$ cat config.mk
export PLATFORM = sky130hd
export DESIGN_NAME = ringer_cadence_driver
export DESIGN_NICKNAME = d
export VERILOG_FILES = /design/src/rtl/ringer_pkg.sv /design/src/rtl/ringer_down_counter.sv /design/src/rtl/ringer_cadence_driver.sv
export SDC_FILE = /design/constraint.sdc
export NUM_CORES = 1
export LEC_CHECK = 0
export CAP_MARGIN = 15
export CORE_ASPECT_RATIO = 0.7
export CORE_UTILIZATION = 50
export CTS_BUF_LIST = sky130_fd_sc_hd__clkbuf_4 sky130_fd_sc_hd__clkbuf_8 sky130_fd_sc_hd__clkbuf_16
export DETAILED_ROUTE_END_ITERATION = 16
export GPL_ROUTABILITY_DRIVEN = 0
export PLACE_DENSITY_LB_ADDON = 0.05
export SETUP_SLACK_MARGIN = 0.4
export SLEW_MARGIN = 25
export SYNTH_ARGS = -nofsm -noshare
export SYNTH_HDL_FRONTEND = slang
export SYNTH_SLANG_ARGS = --single-unit
$ cat constraint.sdc
create_clock -name clk -period 2 [get_ports clk]
set_clock_uncertainty 0.15 [all_clocks]
set_input_delay 0.2 -clock clk [delete_from_list [all_inputs] [get_ports clk]]
set_output_delay 0.2 -clock clk [all_outputs]
set_load 0.005 [all_outputs]
$ cat src/rtl/ringer_pkg.sv
// ---------------------------------------------------------------------------
// ringer_pkg
// Shared types and constants for the ringer cadence driver.
//   - FSM state encoding (localparams) and the enum built on it
//   - saturation ceiling for the 8-bit burst counter
//   - max4(): picks the widest duration so one counter fits every state
// ---------------------------------------------------------------------------
package ringer_pkg;

  localparam logic [2:0] ENC_IDLE     = 3'd0;
  localparam logic [2:0] ENC_RING_ON  = 3'd1;
  localparam logic [2:0] ENC_RING_OFF = 3'd2;
  localparam logic [2:0] ENC_BUZZ_ON  = 3'd3;
  localparam logic [2:0] ENC_BUZZ_OFF = 3'd4;

  typedef enum logic [2:0] {
    ST_IDLE     = ENC_IDLE,
    ST_RING_ON  = ENC_RING_ON,
    ST_RING_OFF = ENC_RING_OFF,
    ST_BUZZ_ON  = ENC_BUZZ_ON,
    ST_BUZZ_OFF = ENC_BUZZ_OFF
  } ringer_state_e;

  localparam logic [7:0] BURST_MAX = 8'hFF;

  function automatic int max4(input int a, input int b, input int c, input int d);
    int m;
    m = a;
    if (b > m) m = b;
    if (c > m) m = c;
    if (d > m) m = d;
    return m;
  endfunction

endpackage

$ cat src/rtl/ringer_down_counter.sv
// ---------------------------------------------------------------------------
// ringer_down_counter
// Loadable down-counter that parks at zero.
//   clk      in  clock
//   reset    in  async active-high reset (count -> 0)
//   load     in  load load_val this cycle (has priority over en)
//   load_val in  W-bit reload value
//   en       in  decrement while non-zero
//   zero     out count == 0
// ---------------------------------------------------------------------------
module ringer_down_counter #(
  parameter int W = 4
) (
  input  logic         clk,
  input  logic         reset,
  input  logic         load,
  input  logic [W-1:0] load_val,
  input  logic         en,
  output logic         zero
);

  logic [W-1:0] r_count;

  always_ff @(posedge clk or posedge reset) begin
    if (reset) begin
      r_count <= '0;
    end else if (load) begin
      r_count <= load_val;
    end else if (en && (r_count != '0)) begin
      r_count <= r_count - W'(1);
    end
  end

  assign zero = (r_count == '0);

endmodule

$ cat src/rtl/ringer_cadence_driver.sv
// ---------------------------------------------------------------------------
// ringer_cadence_driver
// Turns level ring / vibrate requests into a timed speaker / motor cadence.
//   clk            in   clock
//   reset          in   async active-high reset
//   turn_on_ringer in   ring request (wins over motor)
//   turn_on_motor  in   vibrate request
//   speaker        out  square-wave tone, only during RING_ON
//   motor          out  high in BUZZ_ON
//   active         out  high in any non-IDLE state
//   burst_count    out  ON-state entries since leaving IDLE, saturating
//
//   state    | meaning
//   IDLE     | no request, outputs quiet, burst_count held
//   RING_ON  | tone burst, RING_ON_CYCLES long
//   RING_OFF | silence between bursts, RING_OFF_CYCLES long
//   BUZZ_ON  | motor pulse, BUZZ_ON_CYCLES long
//   BUZZ_OFF | motor rest, BUZZ_OFF_CYCLES long
// ---------------------------------------------------------------------------
module ringer_cadence_driver
  import ringer_pkg::*;
#(
  parameter int RING_ON_CYCLES  = 8,
  parameter int RING_OFF_CYCLES = 16,
  parameter int BUZZ_ON_CYCLES  = 4,
  parameter int BUZZ_OFF_CYCLES = 4,
  parameter int TONE_HALF       = 2
) (
  input  logic       clk,
  input  logic       reset,
  input  logic       turn_on_ringer,
  input  logic       turn_on_motor,
  output logic       speaker,
  output logic       motor,
  output logic       active,
  output logic [7:0] burst_count
);

  localparam int DUR_MAX = max4(RING_ON_CYCLES, RING_OFF_CYCLES,
                                BUZZ_ON_CYCLES, BUZZ_OFF_CYCLES);
  localparam int DUR_W   = $clog2(DUR_MAX) + 1;
  localparam int TONE_W  = $clog2(TONE_HALF) + 1;

  ringer_state_e r_state;
  ringer_state_e w_state_next;
  logic          r_speaker;
  logic [7:0]    r_burst;

  logic              w_ring;
  logic              w_buzz;
  logic              w_in_ring;
  logic              w_in_buzz;
  logic              w_enter;
  logic              w_dur_zero;
  logic [DUR_W-1:0]  w_dur_load_val;
  logic              w_tone_zero;
  logic              w_tone_load;
  logic              w_speaker_next;
  logic [7:0]        w_burst_next;

  assign w_ring    = turn_on_ringer;
  assign w_buzz    = turn_on_motor & ~turn_on_ringer;
  assign w_in_ring = (r_state == ST_RING_ON) || (r_state == ST_RING_OFF);
  assign w_in_buzz = (r_state == ST_BUZZ_ON) || (r_state == ST_BUZZ_OFF);

  always_ff @(posedge clk or posedge reset) begin
    if (reset) begin
      r_state <= ST_IDLE;
    end else begin
      r_state <= w_state_next;
    end
  end

  // Timed transitions first, then request checks override them.
  always_comb begin
    w_state_next = r_state;
    case (r_state)
      ST_RING_ON:  if (w_dur_zero) w_state_next = ST_RING_OFF;
      ST_RING_OFF: if (w_dur_zero) w_state_next = ST_RING_ON;
      ST_BUZZ_ON:  if (w_dur_zero) w_state_next = ST_BUZZ_OFF;
      ST_BUZZ_OFF: if (w_dur_zero) w_state_next = ST_BUZZ_ON;
      default:     w_state_next = r_state;
    endcase
    if (!w_ring && !w_buzz) begin
      w_state_next = ST_IDLE;
    end else if (w_ring && !w_in_ring) begin
      w_state_next = ST_RING_ON;
    end else if (w_buzz && !w_in_buzz) begin
      w_state_next = ST_BUZZ_ON;
    end
  end

  // No state ever re-enters itself, so any change of state is an entry.
  assign w_enter = (w_state_next != r_state);

  always_comb begin
    w_dur_load_val = '0;
    case (w_state_next)
      ST_RING_ON:  w_dur_load_val = DUR_W'(RING_ON_CYCLES - 1);
      ST_RING_OFF: w_dur_load_val = DUR_W'(RING_OFF_CYCLES - 1);
      ST_BUZZ_ON:  w_dur_load_val = DUR_W'(BUZZ_ON_CYCLES - 1);
      ST_BUZZ_OFF: w_dur_load_val = DUR_W'(BUZZ_OFF_CYCLES - 1);
      default:     w_dur_load_val = '0;
    endcase
  end

  ringer_down_counter #(.W(DUR_W)) u_dur_cnt (
    .clk      (clk),
    .reset    (reset),
    .load     (w_enter),
    .load_val (w_dur_load_val),
    .en       (1'b1),
    .zero     (w_dur_zero)
  );

  // Tone counter reloads on RING_ON entry and at every speaker toggle.
  assign w_tone_load = (w_state_next == ST_RING_ON) &&
                       (w_enter || w_tone_zero);

  ringer_down_counter #(.W(TONE_W)) u_tone_cnt (
    .clk      (clk),
    .reset    (reset),
    .load     (w_tone_load),
    .load_val (TONE_W'(TONE_HALF - 1)),
    .en       (r_state == ST_RING_ON),
    .zero     (w_tone_zero)
  );

  always_comb begin
    w_speaker_next = 1'b0;
    if (w_state_next == ST_RING_ON) begin
      if (w_enter) begin
        w_speaker_next = 1'b1;
      end else if (w_tone_zero) begin
        w_speaker_next = ~r_speaker;
      end else begin
        w_speaker_next = r_speaker;
      end
    end
  end

  always_comb begin
    w_burst_next = r_burst;
    if (w_enter && ((w_state_next == ST_RING_ON) || (w_state_next == ST_BUZZ_ON))) begin
      if (r_state == ST_IDLE) begin
        w_burst_next = 8'd1;
      end else if (r_burst != BURST_MAX) begin
        w_burst_next = r_burst + 8'd1;
      end
    end
  end

  always_ff @(posedge clk or posedge reset) begin
    if (reset) begin
      r_speaker <= 1'b0;
      r_burst   <= 8'd0;
    end else begin
      r_speaker <= w_speaker_next;
      r_burst   <= w_burst_next;
    end
  end

  assign speaker     = r_speaker;
  assign motor       = (r_state == ST_BUZZ_ON);
  assign active      = (r_state != ST_IDLE);
  assign burst_count = r_burst;

endmodule

======== Word-level counts from Yosys, hierarchy flattened ========
Cells that the tools add are included.
operators by class
  add/subtract/negate cells ............... 3
  equal/unequal tests ..................... 11
  muxes and demuxes ....................... 18
  bitwise logic cells ..................... 3
  reductions and logical operators ........ 25
operator list
  kind                 number
  $mux 3               7
  $mux 8               2
  $eq 3x2->1 const B   4
  $pmux 3 s4           1
  $pmux 4 s3           1
  $mux 5               2
  $add 8x1->8 const B  1
  $ne 8x8->1 const B   1
  $reduce_bool 2->1    4
  $eq 3x1->1 const B   2
  $eq 3x3->1 const B   2
  $logic_and 1x1->1    6
  $logic_not 5->1      1
  $reduce_bool 5->1    1
  $sub 5x1->5 const B  1
  $logic_not 1->1      4
  $logic_or 1x1->1     4
  $mux 2               2
  $logic_not 3->1      1
  $mux 1               3
  $ne 3x3->1           1
  $ne 3x3->1 const B   1
  $reduce_bool 3->1    1
  $logic_not 2->1      1
  5 further kinds      6
word-level totals
  bits in registers ....................... 19
  input port bits ......................... 4

======== Depth between registers and ports, before layout ========
  depth in word-level cells ............... 11
  mapped depth ............................ 8
  mapped depth without buffers ............ 6

======== Cells and area by module ========
From an unflattened synthesis, not the netlist that was laid out.
second synthesis, totals
  cell total of the unflattened synthesis .. 155
  area total of the unflattened synthesis .. 1362.6 sq um
by module, submodules not included
  module                             times used  cells each  area an instance (sq um)
  ringer_cadence_driver              1           109         924.6
  ringer_down_counter at u_dur_cnt   1           33          302.8
  ringer_down_counter at u_tone_cnt  1           13          135.1

======== Least setup slack after synthesis ========
Ideal clock, no wire load.
  kind .................................... reg-to-reg
  from .................................... register u_dur_cnt.r_count[0]
  to ...................................... register r_burst[1] (netlist: burst_count[1])
  setup time .............................. 0.067 ns
  arrival time ............................ 1.961 ns
  data required time ...................... 1.783 ns
  setup slack ............................. -0.178 ns
  cell stages (with the launch flop) ...... 9
  clock period less this slack ............ 2.178 ns
  cell sequence ........................... dfrtp_1 -> inv_1 -> ha_1 -> or4b_4 -> buf_6 -> a41oi_4 -> and2_1 -> buf_4 -> a32o_1
on the way
  longest elaborated chain between the ends .. 10
ends and longest elaborated chain
  item                                             line                          text
  from (decl)                                      ringer_down_counter.sv:22     logic [W-1:0] r_count;
  from (signal assigned)                           ringer_down_counter.sv:28     r_count <= load_val;
  from (signal assigned)                           ringer_down_counter.sv:30     r_count <= r_count - W'(1);
  $logic_not 5->1 *                                ringer_down_counter.sv:34     assign zero = (r_count == '0);
  $mux 3, on equally long branches                 n/a
  $pmux 3 s4 *                                     ringer_cadence_driver.sv:77   case (r_state)
  $mux 3 *                                         ringer_cadence_driver.sv:88   end else if (w_buzz && !w_in_buzz) begin
  $mux 3 *                                         ringer_cadence_driver.sv:86   end else if (w_ring && !w_in_ring) begin
  $mux 3 *                                         ringer_cadence_driver.sv:84   if (!w_ring && !w_buzz) begin
  $eq 3x1->1 / $eq 3x2->1 (equally long branches)  ringer_cadence_driver.sv:144  if (w_enter && ((w_state_next == ST_RING_ON) || (w_state_next == ST_BUZZ_ON))) begin
  $logic_or 1x1->1                                 ringer_cadence_driver.sv:144
  $logic_and 1x1->1 *                              ringer_cadence_driver.sv:144
  $reduce_and 2->1 (no source line) *              n/a
  to (signal assigned)                             ringer_cadence_driver.sv:159  r_burst <= w_burst_next;
  to (decl)                                        ringer_cadence_driver.sv:47   logic [7:0] r_burst;
Mark *: on every way between the ends. The rest lies on a longest branch, timed or not.
A chain may end at the register's enable or synchronous reset.

======== Worst setup path after layout ========
  from .................................... register u_dur_cnt.r_count[1]
  to ...................................... register r_burst[5] (netlist: burst_count[5])
Same word-level chain as after synthesis.

==> summary.log <==
qor: run_status.run_status finished, violations left
qor: run_status.failed_checks setup timing
qor: worst_hold_path.hp-class input port to async pin
qor: logic_synthesis.post_synth_main_area_contributors sky130_fd_sc_hd__dfrtp_1, sky130_fd_sc_hd__ha_1, sky130_fd_sc_hd__nand2_1, sky130_fd_sc_hd__a21oi_1, sky130_fd_sc_hd__and3_1
qor: timing.setup_repair_after_global_routing_missed_its_margin true
qor: logic_synthesis.proportion_of_synthesized_area_in_mux_cells 0.0231
qor: die.core_area 2460 µm²
qor: grt.global_route_wire_length_before_repair 6.53 mm
qor: logic_synthesis.synthXorXnorAreaFrac 0.0337
qor: route.vias_per_cell 6.36
qor: logic_synthesis.yosys.cell_count.top_type sky130_fd_sc_hd__dfrtp_1
qor: timing.layout_worst_path_cycle_share 1.11
qor: clock_tree.htree_levels 1
qor: die.number_of_placement_rows 15
qor: logic_synthesis.synth-edff-count 0
qor: timing.worst_pin_slew 588 ps
qor: grt.first_global_vias 1311
qor: route.route.detailed.drc 0
qor: clock_tree.insertion_delay 260 ps
qor: pwr.peakVddDrop 0.000707 V
qor: route.drt.antenna.violating_nets 0
qor: place.count_of_buffers_inserted_at_the_top_level_ports 14
qor: logic_synthesis.postSynthAreaPerCell 9.29 µm²
qor: setup_path.required 2040 ps
qor: grt.grt_overflow 0
qor: die.dieArea 2810 µm²
qor: place.hpwl 2.43 mm
qor: flow_run.maxCapViolCount 0
qor: setup_path.worstPathArrival 2260 ps
qor: die.starting_density_of_the_core 0.529
qor: finish.postLayoutCoreUtil 0.835
qor: route.pre_antenna_drt_iters 5
qor: logic_synthesis.post_synth_and_or_nand_nor_area_fraction 0.253
qor: logic_synthesis.synthFlopType sky130_fd_sc_hd__dfrtp_1
qor: logic_synthesis.synth_top_cells_by_count sky130_fd_sc_hd__dfrtp_1, sky130_fd_sc_hd__nand2_1, sky130_fd_sc_hd__inv_1, sky130_fd_sc_hd__nor2_1, sky130_fd_sc_hd__a21oi_1
qor: route.route.vias.total 1483
qor: clock_tree.hold_buffers 0
qor: grt.grt_start_max_net_pins 20
qor: logic_synthesis.synth_fa_ha_area_frac 0.0385
qor: finish.total_number_of_nets_in_the_final_design 208
qor: logic_synthesis.synthesis.area 1300 µm²
qor: logic_synthesis.syn_nets 148
qor: logic_synthesis.largest_family_of_logic_cells_by_synthesized_area simple AND/OR/NAND/NOR gates
qor: finish.fillCellCount 127
qor: logic_synthesis.synth_cell_type_count 46
qor: logic_synthesis.synth_top_area_frac 0.366
qor: logic_synthesis.syn_inst 140
qor: place.dp.cells 203
qor: setup_path.worstSetupEndpointType flop
qor: pwr.leakage 0.898 nW
qor: finish.layout.cells.non_filler 233
qor: logic_synthesis.netlist.top_cell.by_area sky130_fd_sc_hd__dfrtp_1
qor: timing.fin_ws -225 ps
qor: logic_synthesis.synth_async_sr_flop_share 1.00
qor: logic_synthesis.ffs_latches_synth 19
qor: finish.area_delta_synth_final 57.8%
qor: finish.final_layout_size_suffix_gt1_frac 0.432
qor: clock_tree.clock_path_buffers 2
qor: setup_path.cp_max_fo 8
qor: clock_tree.clkSinkCount 19
qor: logic_synthesis.synth-compound-area-share 0.230
qor: timing.remaining_max_slew_budget_at_the_tightest_pin 0.603
qor: clock_tree.cts_root_buf sky130_fd_sc_hd__clkbuf_8
qor: pwr.p_per_area 1220 nW/µm²
qor: timing.fmax 0.449 GHz
qor: die.dieHeight 44.7 µm
qor: setup_path.critPathLaunchType flop
qor: timing.final_critical_period 2220 ps
qor: clock_tree.path_clk_slew 80 ps
qor: die.die_width 62.9 µm
qor: grt.grt_antenna_before_repair 0
qor: route.avgRoutedWirePerCell 19.5 µm
qor: die.io-pin-count 15
qor: clock_tree.numCtsBuffers 3
qor: finish.diodes 0
qor: route.routed_wirelength 4.55 mm
qor: route.drt_initial_violations 260
qor: timing.report.final.slew_viol_count 0
qor: logic_synthesis.yosys_warnings 0
qor: timing.setup_viol_count_final 17
qor: timing.final_hold_viol_count 0
qor: logic_synthesis.synth_sequential_area_ratio 0.366
qor: setup_path.worstSetupPathType flop to flop
qor: pwr.power_total 0.00250 W
qor: grt.track_usage 0.309
qor: clock_tree.tritoncts_clock_tree built
==> report_power, final <==
part	internal [W]	leakage [nW]	switching [W]
combinational	0.000838	0.642	0.000734
clock	0.000139	0.0255	0.000142
sequential	0.000515	0.231	0.000135
==> final timing paths <==
path	start	endpoint	slack [ps]	cells after the start
max	u_dur_cnt.r_count[1]	burst_count[5]	-220	7
min	reset	burst_count[1]	110	3
max reg2reg	u_dur_cnt.r_count[1]	burst_count[5]	-220	7
min reg2reg	u_tone_cnt.r_count[0]	u_tone_cnt.r_count[0]	400	2
max in group asynchronous	reset	r_state[0]	1370	3
min in group clk	u_tone_cnt.r_count[0]	u_tone_cnt.r_count[0]	400	2
==> cells in the final DEF (no fill, tap or decap), types with 3 or more instances in the layout <==
master,netlist,layout
sky130_fd_sc_hd__nand3_1,5,4
sky130_fd_sc_hd__dfrtp_2,0,5
sky130_fd_sc_hd__o31ai_1,3,3
sky130_fd_sc_hd__a21oi_1,7,6
sky130_fd_sc_hd__inv_2,0,3
sky130_fd_sc_hd__o21ai_0,5,4
sky130_fd_sc_hd__xnor2_1,3,3
sky130_fd_sc_hd__dfrtp_1,19,14
sky130_fd_sc_hd__clkdlybuf4s50_1,0,12
sky130_fd_sc_hd__nor2_1,8,7
sky130_fd_sc_hd__mux2i_1,3,3
sky130_fd_sc_hd__nand2_1,12,11
sky130_fd_sc_hd__ha_1,4,3
sky130_fd_sc_hd__inv_1,8,5
sky130_fd_sc_hd__buf_6,1,9
sky130_fd_sc_hd__and3_1,5,5
sky130_fd_sc_hd__nor4bb_1,3,3
sky130_fd_sc_hd__buf_4,1,37
sky130_fd_sc_hd__a31oi_1,4,4
sky130_fd_sc_hd__clkbuf_8,0,3
sky130_fd_sc_hd__nor3_1,6,4
==> cell families after synthesis <==
kind of cell	count (synthesis)
xor+xnor	5
flops	19
fa+ha+maj	4
simple gates	56
mux	3
compound gates	37
buf+inv	16
==> cell type report <==
cell class | count | area, µm² | share of cell area
flip-flops and latches | 19 | 482 | 0.235
well taps | 34 | 42.5 | 0.0207
repair buffers | 63 | 553 | 0.270
clock inverters | 1 | 5.00 | 0.00244
inverters | 8 | 30.0 | 0.0146
multi-input cells | 105 | 898 | 0.438
clock buffers | 3 | 41.3 | 0.0201
==> routing by layer <==
layer	routed length, µm	track usage
met1	1920	0.436
met2	2090	0.488
met3	426	0.0541
met4	115	0.0977
met5	0	0
==> worst max-delay path, cell delays in order (launching register included) <==
cell and delay (ps):
sky130_fd_sc_hd__dfrtp_1 410, sky130_fd_sc_hd__inv_2 90, sky130_fd_sc_hd__ha_4 120, sky130_fd_sc_hd__or4b_4 510, sky130_fd_sc_hd__buf_12 160, sky130_fd_sc_hd__a41oi_4 220
sky130_fd_sc_hd__and2_4 270, sky130_fd_sc_hd__a32o_1 210
==> registers in the layout (all words and copies together), names as in the netlist <==
name and flops:
burst_count 8, u_dur_cnt.r_count 5, r_state 3, u_tone_cnt.r_count 2, speaker 1
==> metrics by stage <==
| step | setup slack (ps) | instance area (µm²) | hold WS [ps] | setup TNS [ps] |
|---|---|---|---|---|
| 2_1_floorplan | -76.3 | 1350 | 1.13 | -467 |
| 3_5_place_dp | -260 | 1660 | 384 | -2590 |
| 5_1_grt | -268 | 2050 | 144 | -3830 |
| 6_report | -225 | 2050 | 107 | -2630 |
| 4_1_cts | -166 | 1900 | 125 | -1850 |
| 3_3_place_gp | -204 | 1660 | 363 | -1880 |
==> timing repair <==
action / 4_1_cts / 5_1_grt
setup buffers: 12 / 14
endpoints found under the setup margin: 23 / 27
resized for setup: 31 / 14
pin swaps: 8 / 5
No activity file was read; power rests on OpenSTA's default activity.
